[src/rtl/fullsub_seq.sv]
// +----------------------------------------------------------------------------+
// | fullsub_seq : multi-cycle a - b - bin subtractor, CHUNK bits per clock,     |
// |               borrow carried in a register. Optional: `SUB_FLAGS_EN.        |
// | Revision    : 1.0                                                           |
// +----------------------------------------------------------------------------+
`default_nettype none

module fullsub_seq #(
  parameter int WIDTH = 16,
  parameter int CHUNK = 4
) (
  input  logic             clk,
  input  logic             rst_n,
  input  logic             start,
  input  logic [WIDTH-1:0] a,
  input  logic [WIDTH-1:0] b,
  input  logic             bin,
  output logic             busy,
  output logic             done,
  output logic [WIDTH-1:0] diff,
  output logic             bout
`ifdef SUB_FLAGS_EN
  ,
  output logic             ovf,
  output logic             zero
`endif
);

  localparam int NCHUNK = WIDTH / CHUNK;
  localparam int CW     = (NCHUNK > 1) ? $clog2(NCHUNK) : 1;
  localparam logic [CW-1:0] LAST = CW'(NCHUNK - 1);

  if ((CHUNK < 1) || (CHUNK > WIDTH) || ((WIDTH % CHUNK) != 0)) begin : g_param_check
    $error("fullsub_seq: WIDTH (%0d) must be a positive multiple of CHUNK (%0d)", WIDTH, CHUNK);
  end

  typedef enum logic [0:0] {
    S_IDLE = 1'b0,
    S_RUN  = 1'b1
  } state_t;

  state_t           state;
  logic [WIDTH-1:0] a_r;
  logic [WIDTH-1:0] b_r;
  logic [WIDTH-1:0] res_r;
  logic             br_r;
  logic [CW-1:0]    cnt;

  logic [CHUNK-1:0] chunk_a;
  logic [CHUNK-1:0] chunk_b;
  logic [CHUNK-1:0] chunk_d;
  logic             chunk_br;
  logic [WIDTH-1:0] res_next;

  // One chunk of ripple full-subtractor cells; borrow enters from the register.
  always_comb begin
    logic br;
    chunk_a = a_r[int'(cnt)*CHUNK +: CHUNK];
    chunk_b = b_r[int'(cnt)*CHUNK +: CHUNK];
    chunk_d = '0;
    br      = br_r;
    for (int i = 0; i < CHUNK; i++) begin
      chunk_d[i] = chunk_a[i] ^ chunk_b[i] ^ br;
      br         = (~chunk_a[i] & chunk_b[i]) | (~(chunk_a[i] ^ chunk_b[i]) & br);
    end
    chunk_br = br;
    res_next = res_r;
    res_next[int'(cnt)*CHUNK +: CHUNK] = chunk_d;
  end

  always_ff @(posedge clk or negedge rst_n) begin
    if (!rst_n) begin
      state <= S_IDLE;
      a_r   <= '0;
      b_r   <= '0;
      res_r <= '0;
      br_r  <= 1'b0;
      cnt   <= '0;
      busy  <= 1'b0;
      done  <= 1'b0;
      diff  <= '0;
      bout  <= 1'b0;
`ifdef SUB_FLAGS_EN
      ovf   <= 1'b0;
      zero  <= 1'b0;
`endif
    end else begin
      done <= 1'b0;
      case (state)
        S_IDLE: begin
          if (start) begin
            a_r   <= a;
            b_r   <= b;
            br_r  <= bin;
            res_r <= '0;
            cnt   <= '0;
            busy  <= 1'b1;
            state <= S_RUN;
          end
        end
        S_RUN: begin
          res_r <= res_next;
          br_r  <= chunk_br;
          if (cnt == LAST) begin
            // Published results only move here, so they hold through IDLE and RUN.
            diff  <= res_next;
            bout  <= chunk_br;
`ifdef SUB_FLAGS_EN
            ovf   <= (a_r[WIDTH-1] ^ b_r[WIDTH-1]) & (res_next[WIDTH-1] ^ a_r[WIDTH-1]);
            zero  <= (res_next == '0);
`endif
            busy  <= 1'b0;
            done  <= 1'b1;
            state <= S_IDLE;
          end else begin
            cnt <= cnt + 1'b1;
          end
        end
        default: begin
          state <= S_IDLE;
          busy  <= 1'b0;
        end
      endcase
    end
  end

endmodule

`default_nettype wire
[config.mk]
export PLATFORM = sky130hd
export DESIGN_NAME = fullsub_seq
export DESIGN_NICKNAME = d
export VERILOG_FILES = /design/src/rtl/fullsub_seq.sv
export SDC_FILE = /design/constraint.sdc
export NUM_CORES = 1
export LEC_CHECK = 0
export BUFFER_PORTS_ARGS = -buffer_cell sky130_fd_sc_hd__buf_2
export CAP_MARGIN = 20
export CORE_UTILIZATION = 30
export CTS_BUF_LIST = sky130_fd_sc_hd__clkbuf_4 sky130_fd_sc_hd__clkbuf_8
export DETAILED_ROUTE_END_ITERATION = 8
export PLACE_DENSITY_LB_ADDON = 0.05
export SLEW_MARGIN = 0
export SYNTH_ARGS = -nofsm -noshare
export SYNTH_HDL_FRONTEND = slang
export SYNTH_SLANG_ARGS = --single-unit
[constraint.sdc]
create_clock -name clk -period 4.1 [get_ports clk]
set_input_delay 0.41 -clock clk [delete_from_list [all_inputs] [get_ports clk]]
set_output_delay 0.41 -clock clk [all_outputs]
set_load 0.005 [all_outputs]
==> impl_summary.txt, run 1 <==
----------------------------------------------------
[CTS]
  Total CTS buffers ... 9
  Clock Tree Root ... sky130_fd_sc_hd__clkbuf_8
  Number of clock sinks ... 71
  Clk_lat worst skew ... 0.35 ns
  Clock tree from TritonCTS ... yes
  H-tree Lvls ... 3
  Quantity of hold-fixing buffers added after cts ... 0
  Number of resized instances in the post-cts repair step ... 0
  Post-CTS setup buffer count ... 0
  Clock transition at the registers of the reported paths ... 0.08 ns
  Number of buffers on the longest clock path ... 2

[Timing]
  Unrepaired setup endpoints after global routing ... false
  Total count of hold-check failures in the final report ... 0
  Timing-limited maximum frequency ... 311 MHz
  TNS Setup ... 0 ns
  Number of max-slew violations in the final report ... 0
  Measured slew at the worst slew-check pin ... 0.951 ns
  Count of final setup violators ... 0
  Share of the cycle needed by the critical path after routing ... 78.5%
  Max_slew headroom ... 36.5%
  Minimum clock period ... 3.22 ns
  Clock skew ... 0.00925 ns

[Routing]
  Iteration count of the initial detailed-routing pass ... 4
  Number of DRC violations after detailed routing ... 0
  Final wirelength ... 7540 um
  Drt first-iter violations ... 53
  Detail-routed net length per standard cell ... 16.8 um
  Routed via count ... 2182
  DRT antenna net count ... 0
  Routed vias/inst ... 4.86

[Job]
  Count of maximum capacitance violations ... 0

[Power and ir drop]
  Ratio of total power to cell area ... 913 mW/mm2
  Maximum ir drop on the vdd rail ... 401 uV
  LEAKAGE ... 1.80 nW

[Setup path]
  Worst setup path end ... diff[11]
  Reg2Reg Capture Point ... diff[11]
  Reg-to-reg slack, setup ... 0.88 ns
  Worst r2r path cells ... 10
  Data required time of the worst path ... 4.39 ns
  Arrival time at the worst endpoint ... 3.51 ns
  Path type of the worst setup path ... reg2reg
  Origin of the critical flop-to-flop path ... cnt[0]
  Critical Path Source Type ... register
  Critical path origin ... cnt[0]
  Capturing element type of the critical path ... register
  Maximum net fanout on the critical path ... 8

[GRT]
  First-pass GRT wire length ... 12500 um
  Total routing usage reported by global routing ... 14.7%
  Global route overflow ... 0
  Initial antenna violation count ... 0
  Maximum number of pins on one net before global-route repair ... 34
  Vias in the first global route ... 2349

[Synth]
  Post-Synthesis Net Count ... 297
  Prevailing post-synth register cell ... sky130_fd_sc_hd__dfrtp_1
  Synthesis warning total ... 0
  Sequential cell area fraction in the yosys report ... 54.3%
  Synthesized netlist cell count ... 251
  Async set-reset flop share out of synthesis ... 100%
  Number of distinct library cells after synthesis ... 27
  Number of enable-type register cells in the synthesized netlist ... 0
  Mean instance size in the synthesized netlist ... 13.0 um2
  Post-synthesis sequential element count ... 71
  Mapped cell area ... 0.00327 mm2

[Die]
  Effective utilization at floorplan ... 31.3%
  I/O pin cnt ... 55
  Row count ... 37
  Die Outline Area ... 0.0113 mm2
  Placeable Area ... 0.0105 mm2
  Die W ... 106 um
  Chip Height ... 106 um

[Layout]
  Fraction of layout cells with a size suffix above 1 ... 31.9%
  Post-layout net count ... 354
  Layout Cell Area excl Fill ... 0.00394 mm2
  Highest-count cells in the layout ignoring fill and taps ... sky130_fd_sc_hd__dfrtp_1 (71), sky130_fd_sc_hd__buf_2 (54), sky130_fd_sc_hd__mux2_1 (29), sky130_fd_sc_hd__o21ai_0 (19), sky130_fd_sc_hd__inv_1 (17)
  Diode count ... 0
  Growth of design area from synthesis to finish ... 20.6%
  Commonest non-fill, non-tap cell in the layout ... sky130_fd_sc_hd__dfrtp_1

[Placed design]
  Port Buffers ... 54
  Post-detailed-placement cell area ... 0.00367 mm2
  HPWL Detailed ... 5250 um
  Final Wtd Congestion ... 0.698

[Worst hold path]
  Hold Path Class ... in2async

[Outcome]
  Run status ... finished clean

----------------------------------------------------
## worst min-delay path by stage
stage / start / endpoint / slack, ns / cells after the start
floorplan: rst_n / a_r[0] / 0.11 / 0
global placement: a_r[6] / a_r[6] / 0.47 / 1
detailed placement: b_r[6] / b_r[6] / 0.47 / 1
CTS: rst_n / a_r[7] / 0.11 / 1
global route: rst_n / a_r[7] / 0.14 / 1
finish: rst_n / diff[14] / 0.11 / 1
## cells in the mapped netlist (2+ instances only)
| cell | count | area share, % |
|---|---|---|
| sky130_fd_sc_hd__mux2_2 | 12 | 4.1 |
| sky130_fd_sc_hd__a21oi_1 | 16 | 2.4 |
| sky130_fd_sc_hd__inv_1 | 17 | 2.0 |
| sky130_fd_sc_hd__fa_1 | 4 | 2.4 |
| sky130_fd_sc_hd__mux2_1 | 29 | 10 |
| sky130_fd_sc_hd__o22ai_1 | 8 | 1.5 |
| sky130_fd_sc_hd__nor2_1 | 11 | 1.3 |
| sky130_fd_sc_hd__o21ai_0 | 19 | 2.9 |
| sky130_fd_sc_hd__buf_2 | 5 | 0.76 |
| sky130_fd_sc_hd__buf_4 | 5 | 1.1 |
| sky130_fd_sc_hd__ha_1 | 6 | 2.3 |
| sky130_fd_sc_hd__nand4bb_1 | 3 | 1.0 |
| sky130_fd_sc_hd__nand2_1 | 3 | 0.34 |
| sky130_fd_sc_hd__nand3_1 | 2 | 0.31 |
| sky130_fd_sc_hd__nor2b_1 | 13 | 2.5 |
| sky130_fd_sc_hd__dfrtp_1 | 71 | 54 |
| sky130_fd_sc_hd__and4bb_2 | 3 | 1.1 |
| sky130_fd_sc_hd__mux4_2 | 8 | 5.5 |
| sky130_fd_sc_hd__a22o_1 | 8 | 2.1 |
## metrics by stage
| step | instances | hold WS, ns | util [%] | setup WS (ns) | power (mW) |
|---|---|---|---|---|---|
| detailed placement | 433 | 0.474 | 35.1 | 0.847 | 2.90 |
| CTS | 449 | 0.115 | 37.7 | 0.824 | 3.66 |
| finish | 449 | 0.108 | 37.7 | 0.881 | 3.60 |
| global route | 449 | 0.145 | 37.7 | 0.659 | 3.87 |
| floorplan | 251 | 0.114 | - | 1.13 | 2.32 |
| global placement | 433 | 0.474 | 35.1 | 0.925 | 2.87 |
## where the power goes
group	switching, mW	internal [mW]	total, mW
combinational	0.855	0.737	1.59
clock	0.284	0.468	0.752
sequential	0.224	1.03	1.26
## layout make-up
class	instances	area, um2
clock buffer	9	124
clock inverter	7	145
fill	1059	6520
inverter	17	63.8
multi-input combinational	150	1360
sequential	71	1780
tap	136	170
timing repair buffer	59	308
## worst max-delay path, cell delays in order, from the launching register on
cell and delay (ns):
sky130_fd_sc_hd__dfrtp_1 0.63, sky130_fd_sc_hd__mux4_2 0.57, sky130_fd_sc_hd__inv_1 0.09, sky130_fd_sc_hd__fa_1 0.16
sky130_fd_sc_hd__inv_1 0.05, sky130_fd_sc_hd__fa_1 0.38, sky130_fd_sc_hd__fa_1 0.37, sky130_fd_sc_hd__inv_1 0.07
sky130_fd_sc_hd__fa_1 0.48, sky130_fd_sc_hd__o22ai_1 0.19, sky130_fd_sc_hd__mux2_2 0.18
## state kept, by name, indices dropped and copies added (netlist names)
register / count
busy: 1
diff: 16
b_r: 16
state: 1
bout: 1
br_r: 1
cnt: 2
a_r: 16
done: 1
res_r: 16
## routing by layer
metal	wire length [um]	track usage, %
met1	3460	18.8
met2	3690	24.1
met3	267	3.62
met4	121	5.28
met5	0	0
## logic make-up after synthesis
logic type / count (synthesis) / share of synthesized area (%)
AOI/OAI and AO/OA: 51 / 9.03
adders and majority gates: 10 / 4.74
buffers and inverters: 30 / 4.44
DFF: 71 / 54.3
muxes: 50 / 19.9
and+or+nand+nor: 39 / 7.54
(Power assumes the default switching activity.)
==> inputs of run 2 (changes only) <==
clock period = 3.4 ns   (was 4.1 ns; I/O delays follow)
==> impl_summary.txt, run 2 (synthesis gave the netlist of run 1 again) <==
----------------------------------------------------
[Power and ir drop]
  Pwr Total ... 4.07 mW
  Sw frac ... 39.4%
  LEAKAGE ... 1.79 nW
  Ratio of total power to cell area ... 1050 mW/mm2
  Flop pwr share ... 36.4%
  Internal cell power ... 2.47 mW
  Power share of the clock group ... 15.2%
  Share of power burned in combinational logic ... 48.4%
  Maximum ir drop on the vdd rail ... 454 uV
  Net Sw Power ... 1.60 mW

[Layout]
  Highest-count cells in the layout ignoring fill and taps ... sky130_fd_sc_hd__dfrtp_1 (71), sky130_fd_sc_hd__buf_2 (54), sky130_fd_sc_hd__mux2_1 (29), sky130_fd_sc_hd__o21ai_0 (19), sky130_fd_sc_hd__inv_1 (17)
  Multi-input combinational cell area ... 0.00136 mm2
  Fraction of layout cells with a size suffix above 1 ... 32.2%
  Layout Cell Area excl Fill ... 0.00388 mm2
  Area taken by flip-flops and latches ... 0.00178 mm2
  Commonest non-fill, non-tap cell in the layout ... sky130_fd_sc_hd__dfrtp_1
  Final Util ... 37.1%
  Post-layout net count ... 357
  Diode count ... 0
  Growth of design area from synthesis to finish ... 18.7%
  Number of filler instances in the final layout ... 1077

[Routing]
  Routed via count ... 2124
  Final wirelength ... 7480 um
  Detail-routed net length per standard cell ... 16.6 um
  Drt first-iter violations ... 42
  Iteration count of the initial detailed-routing pass ... 4
  Routed vias/inst ... 4.72
  Number of DRC violations after detailed routing ... 0
  DRT antenna net count ... 0

[Setup path]
  Critical Path Source Type ... register
  Maximum net fanout on the critical path ... 6
  Cell with the most instances on the worst path ... sky130_fd_sc_hd__fa_1
  Crit path cell chain ... buf_4, mux4_2, fa_1, inv_1, fa_1, fa_1, inv_1, fa_1, o22ai_1, mux2_2
  Slowest CP cell ... sky130_fd_sc_hd__fa_1
  Reg-to-reg slack, setup ... 0.39 ns
  Arrival time at the worst endpoint ... 3.23 ns
  Crit path max-delay family ... adder cells
  Capturing element type of the critical path ... register
  Buf+Inv Stages, Crit Path ... 3
  Stage delay of the slowest cell on the critical path ... 0.56 ns
  Data required time of the worst path ... 3.62 ns
  Path type of the worst setup path ... reg2reg

[Die]
  Placeable Area ... 0.0105 mm2
  Chip Height ... 106 um
  Effective utilization at floorplan ... 31.3%
  Die Outline Area ... 0.0113 mm2
  Row count ... 37
  Die W ... 106 um
  I/O pin cnt ... 55

[CTS]
  Number of clock sinks ... 71
  H-tree Lvls ... 3
  Total CTS buffers ... 9
  Number of buffers on the longest clock path ... 2
  Number of resized instances in the post-cts repair step ... 0
  Post-CTS setup buffer count ... 0
  Clock Tree Root ... sky130_fd_sc_hd__clkbuf_8
  Clk_lat worst skew ... 0.34 ns
  Quantity of hold-fixing buffers added after cts ... 0
  Clock transition at the registers of the reported paths ... 0.07 ns
  Clock tree from TritonCTS ... yes

[Timing]
  Count of final setup violators ... 0
  Unrepaired setup endpoints after global routing ... false
  TNS Setup ... 0 ns
  Timing-limited maximum frequency ... 332 MHz
  Minimum clock period ... 3.01 ns
  Worst slack on hold paths ... 0.0282 ns
  Number of max-slew violations in the final report ... 0
  Share of the cycle needed by the critical path after routing ... 88.5%
  Measured slew at the worst slew-check pin ... 0.767 ns
  Max_slew headroom ... 48.8%
  Clock skew ... 0.00958 ns
  Total count of hold-check failures in the final report ... 0

[GRT]
  Maximum number of pins on one net before global-route repair ... 45
  First-pass GRT wire length ... 12600 um
  Global route overflow ... 0
  Total routing usage reported by global routing ... 14.7%
  Vias in the first global route ... 2324
  Initial antenna violation count ... 0

[Worst hold path]
  Hold Path Class ... in2async

[Job]
  Count of maximum capacitance violations ... 0

[Placed design]
  Post-detailed-placement cell area ... 0.00371 mm2
  Final Wtd Congestion ... 0.704
  Port Buffers ... 54
  HPWL Detailed ... 5280 um

[Outcome]
  Run status ... finished clean

----------------------------------------------------
## run 2: cell count changes in the layout (fill, tap and decap cells not counted), sizes merged
cell      before  now
clkbuf         9   13
clkinvlp       1    0
clkinv         2    1
bufinv         4    0
buf           59   62
## run 2: layer usage
layer	share of wire, %	global-route usage [%]	routed length [um]	vias to the layer above
li1	-	-	-	1010
met1	48	20.0	3580	1063
met2	48	23.2	3560	45
met3	3.6	3.99	269	6
met4	0.99	3.82	74	0
met5	0	0	0	-
## run 2: power groups by stage
stage	clock (mW)	sequential [mW]	combinational (mW)
floorplan	0	1.42	1.39
global placement	0	1.52	2.01
detailed placement	0	1.51	2.02
CTS	0.647	1.50	2.02
global route	0.673	1.54	2.23
finish	0.619	1.48	1.97
## run 2: worst reg2reg max path: cells and delay by family (launching register included)
family | cells | cell delay, ns
adder cells (fa/ha/maj) | 4 | 1.28
AO/OA/AOI/OAI | 1 | 0.11
buffers and inverters | 3 | 0.32
flip-flops | 1 | 0.39
multiplexers | 2 | 0.79
## run 2: final timing paths
path,start,end,cells past startpoint
max,cnt[0],diff[7],10
min,rst_n,busy,1
max reg2reg,cnt[0],diff[7],10
min reg2reg,b_r[6],b_r[6],1
max in group asynchronous,rst_n,diff[4],2
min in group clk,b[7],b_r[7],2
## run 2: stage by stage
stage / cells / setup WS (ns)
final: 450 / 0.391
after global routing: 450 / 0.227
after floorplan: 251 / 0.432
after global placement: 436 / 0.400
after CTS: 450 / 0.369
after detailed placement: 436 / 0.382
## run 2: layout make-up
class                           instances  share of cell area, %
Clock inverter                          1                  0.129
Sequential cell                        71                   45.8
Clock buffer                           13                   4.29
Inverter                               17                   1.64
Tap cell                              136                   4.38
Timing Repair Buffer                   62                   8.83
Multi-Input combinational cell        150                   34.9
==> inputs of run 3 (changes only) <==
--- a/config.mk
+++ b/config.mk
@@ -6,4 +6,5 @@
 export NUM_CORES = 1
 export LEC_CHECK = 0
+export ABC_AREA = 1
 export BUFFER_PORTS_ARGS = -buffer_cell sky130_fd_sc_hd__buf_2
 export CAP_MARGIN = 20
==> constraint.sdc (replaced) <==
create_clock -name clk -period 3.4 [get_ports clk]
set_input_delay 0.34 -clock clk [delete_from_list [all_inputs] [get_ports clk]]
set_output_delay 0.34 -clock clk [all_outputs]
set_load 0.05 [all_outputs]
==> impl_summary.txt, run 3 <==
----------------------------------------------------
[Layout]
  Diode count ... 0
  Growth of design area from synthesis to finish ... 17.3%
  Highest-count cells in the layout ignoring fill and taps ... sky130_fd_sc_hd__nand2_1 (241), sky130_fd_sc_hd__dfrtp_1 (71), sky130_fd_sc_hd__buf_2 (54), sky130_fd_sc_hd__nor2_1 (26), sky130_fd_sc_hd__inv_1 (21)
  Post-layout net count ... 537
  Fraction of layout cells with a size suffix above 1 ... 16.7%
  Final Util ... 36.5%
  Commonest non-fill, non-tap cell in the layout ... sky130_fd_sc_hd__nand2_1

[Synth]
  List of most frequent post-synthesis cells ... sky130_fd_sc_hd__nand2_1 (241), sky130_fd_sc_hd__dfrtp_1 (71), sky130_fd_sc_hd__nor2_1 (26)
  Synthesis warning total ... 0
  Cell with the most instances after synthesis ... sky130_fd_sc_hd__nand2_1
  Synthesized netlist cell count ... 437
  Leading area contributor after synthesis ... sky130_fd_sc_hd__dfrtp_1
  Prevailing post-synth register cell ... sky130_fd_sc_hd__dfrtp_1
  Area share of the leading cell type in the synthesized netlist ... 52.0%
  Post-Synthesis Net Count ... 483
  Number of distinct library cells after synthesis ... 21
  Sequential cell area fraction in the yosys report ... 52.0%
  Mapped cell area ... 0.00342 mm2
  Most area-consuming cells after synthesis ... sky130_fd_sc_hd__dfrtp_1 (52%), sky130_fd_sc_hd__nand2_1 (26%), sky130_fd_sc_hd__nor2_1 (2.9%)
  Post-synthesis sequential element count ... 71
  Mean instance size in the synthesized netlist ... 7.82 um2
  Async set-reset flop share out of synthesis ... 100%
  Number of enable-type register cells in the synthesized netlist ... 0

[CTS]
  Clock tree from TritonCTS ... yes
  Clock Tree Root ... sky130_fd_sc_hd__clkbuf_8
  Quantity of hold-fixing buffers added after cts ... 0
  Total CTS buffers ... 9
  Clock transition at the registers of the reported paths ... 0.08 ns
  Number of clock sinks ... 71
  H-tree Lvls ... 3
  Number of resized instances in the post-cts repair step ... 0
  Clk_lat worst skew ... 0.36 ns
  Post-CTS setup buffer count ... 0
  Number of buffers on the longest clock path ... 2

[Die]
  Die W ... 109 um
  Placeable Area ... 0.0110 mm2
  Die Outline Area ... 0.0118 mm2
  I/O pin cnt ... 55
  Chip Height ... 109 um
  Effective utilization at floorplan ... 31.1%
  Row count ... 38

[Timing]
  Total count of hold-check failures in the final report ... 0
  Timing-limited maximum frequency ... 323 MHz
  Unrepaired setup endpoints after global routing ... false
  Clock skew ... 0.00685 ns
  Minimum clock period ... 3.10 ns
  Number of max-slew violations in the final report ... 0
  Share of the cycle needed by the critical path after routing ... 91.2%
  Measured slew at the worst slew-check pin ... 0.922 ns
  Max_slew headroom ... 38.6%
  Count of final setup violators ... 0
  TNS Setup ... 0 ns

[Routing]
  Routed vias/inst ... 4.41
  Met3 routed wirelength ... 293 um
  Routed via count ... 2807
  Number of DRC violations after detailed routing ... 0
  DRT antenna net count ... 0
  Detail-routed net length per standard cell ... 13.5 um
  Iteration count of the initial detailed-routing pass ... 4
  Uppermost signal routing layer after detailed routing ... met4
  Total routed wire length on the met1 layer ... 4340 um
  Final wirelength ... 8560 um
  Drt first-iter violations ... 123
  Wire length on met2 ... 3800 um

[Setup path]
  Capturing element type of the critical path ... register
  Origin of the critical flop-to-flop path ... cnt[0]
  Arrival time at the worst endpoint ... 3.39 ns
  Reg2Reg Capture Point ... res_r[15]
  Maximum net fanout on the critical path ... 21
  Critical Path Source Type ... register
  Path type of the worst setup path ... reg2reg
  Data required time of the worst path ... 3.69 ns
  Worst r2r path cells ... 14
  Reg-to-reg slack, setup ... 0.30 ns
  Critical path origin ... cnt[0]

[Worst hold path]
  Startpoint of the tightest hold check path ... a[4]
  Hold Path End ... a_r[4]
  Worst Hold Path Cells ... 3
  Hold Path Class ... in2reg

[GRT]
  Maximum number of pins on one net before global-route repair ... 72
  Total routing usage reported by global routing ... 16.2%
  First-pass GRT wire length ... 14200 um
  Vias in the first global route ... 2726
  Global route overflow ... 0
  Initial antenna violation count ... 0

[Job]
  Count of maximum capacitance violations ... 0

[Power and ir drop]
  Ratio of total power to cell area ... 1080 mW/mm2
  LEAKAGE ... 2.26 nW
  Maximum ir drop on the vdd rail ... 332 uV

[Outcome]
  Run status ... finished clean

[Placed design]
  HPWL Detailed ... 5750 um
  Port Buffers ... 54
  Final Wtd Congestion ... 0.828

----------------------------------------------------
run 3: power by group:
part / internal [mW] / leakage (nW) / total (mW) / switching (mW)
registers: 1.20 / 0.925 / 1.42 / 0.223
logic: 0.687 / 1.23 / 2.21 / 1.52
clock network: 0.378 / 0.105 / 0.714 / 0.336
total: 2.26 / 2.26 / 4.34 / 2.08
run 3: worst max-delay path by stage:
stage,to,slack [ns],cells past startpoint
floorplan,res_r[11],0.53,15
global placement,diff[15],0.41,14
detailed placement,diff[15],0.34,14
CTS,diff[15],0.32,14
global route,diff[7],0.06,14
finish,res_r[15],0.30,14
run 3: final cells by class:
class,count,area [um2]
Clock inverter,5,56.3
Fill cell,1188,6970
Timing Repair Buffer,60,315
Clock buffer,11,151
Tap cell,140,175
Sequential cell,71,1780
Multi-Input combinational cell,324,1440
Inverter,25,93.8
run 3: kinds of logic after synthesis:
group | Yosys count | synth area share, %
adders and majority gates | 10 | 4.54
buffers and inverters | 42 | 5.89
AOI/OAI and AO/OA | 24 | 4.36
and+or+nand+nor | 290 | 33.2
DFF | 71 | 52.0
run 3: metrics by stage:
| stage | hold slack (ns) | worst slack [ns] | cells | power (mW) | instance area [um2] |
|---|---|---|---|---|---|
| CTS | 0.153 | 0.319 | 636 | 4.41 | 4010 |
| finish | 0.167 | 0.300 | 636 | 4.34 | 4010 |
| floorplan | 0.0444 | 0.534 | 437 | 3.03 | 3420 |
| global placement | 0.456 | 0.406 | 620 | 3.67 | 3800 |
| detailed placement | 0.460 | 0.341 | 620 | 3.67 | 3800 |
| global route | 0.167 | 0.0642 | 636 | 4.76 | 4010 |
run 3: layer usage:
| layer | up-vias | track usage [%] |
|---|---|---|
| met3 | 10 | 3.77 |
| li1 | 1444 | - |
| met1 | 1302 | 22.1 |
| met4 | 0 | 5.50 |
| met5 | - | 0 |
| met2 | 51 | 25.0 |
run 3: critical path, cell delays in order (launching register included):
cell and delay (ns):
sky130_fd_sc_hd__dfrtp_1 0.49, sky130_fd_sc_hd__buf_4 0.30, sky130_fd_sc_hd__nor2_1 0.08, sky130_fd_sc_hd__o22ai_1 0.18, sky130_fd_sc_hd__fa_1 0.20, sky130_fd_sc_hd__inv_1 0.05
sky130_fd_sc_hd__fa_1 0.37, sky130_fd_sc_hd__fa_1 0.36, sky130_fd_sc_hd__inv_1 0.07, sky130_fd_sc_hd__fa_1 0.47, sky130_fd_sc_hd__nor2_1 0.17, sky130_fd_sc_hd__nand3_1 0.10
sky130_fd_sc_hd__nand2_1 0.08, sky130_fd_sc_hd__nand2_1 0.05, sky130_fd_sc_hd__nand2_1 0.07
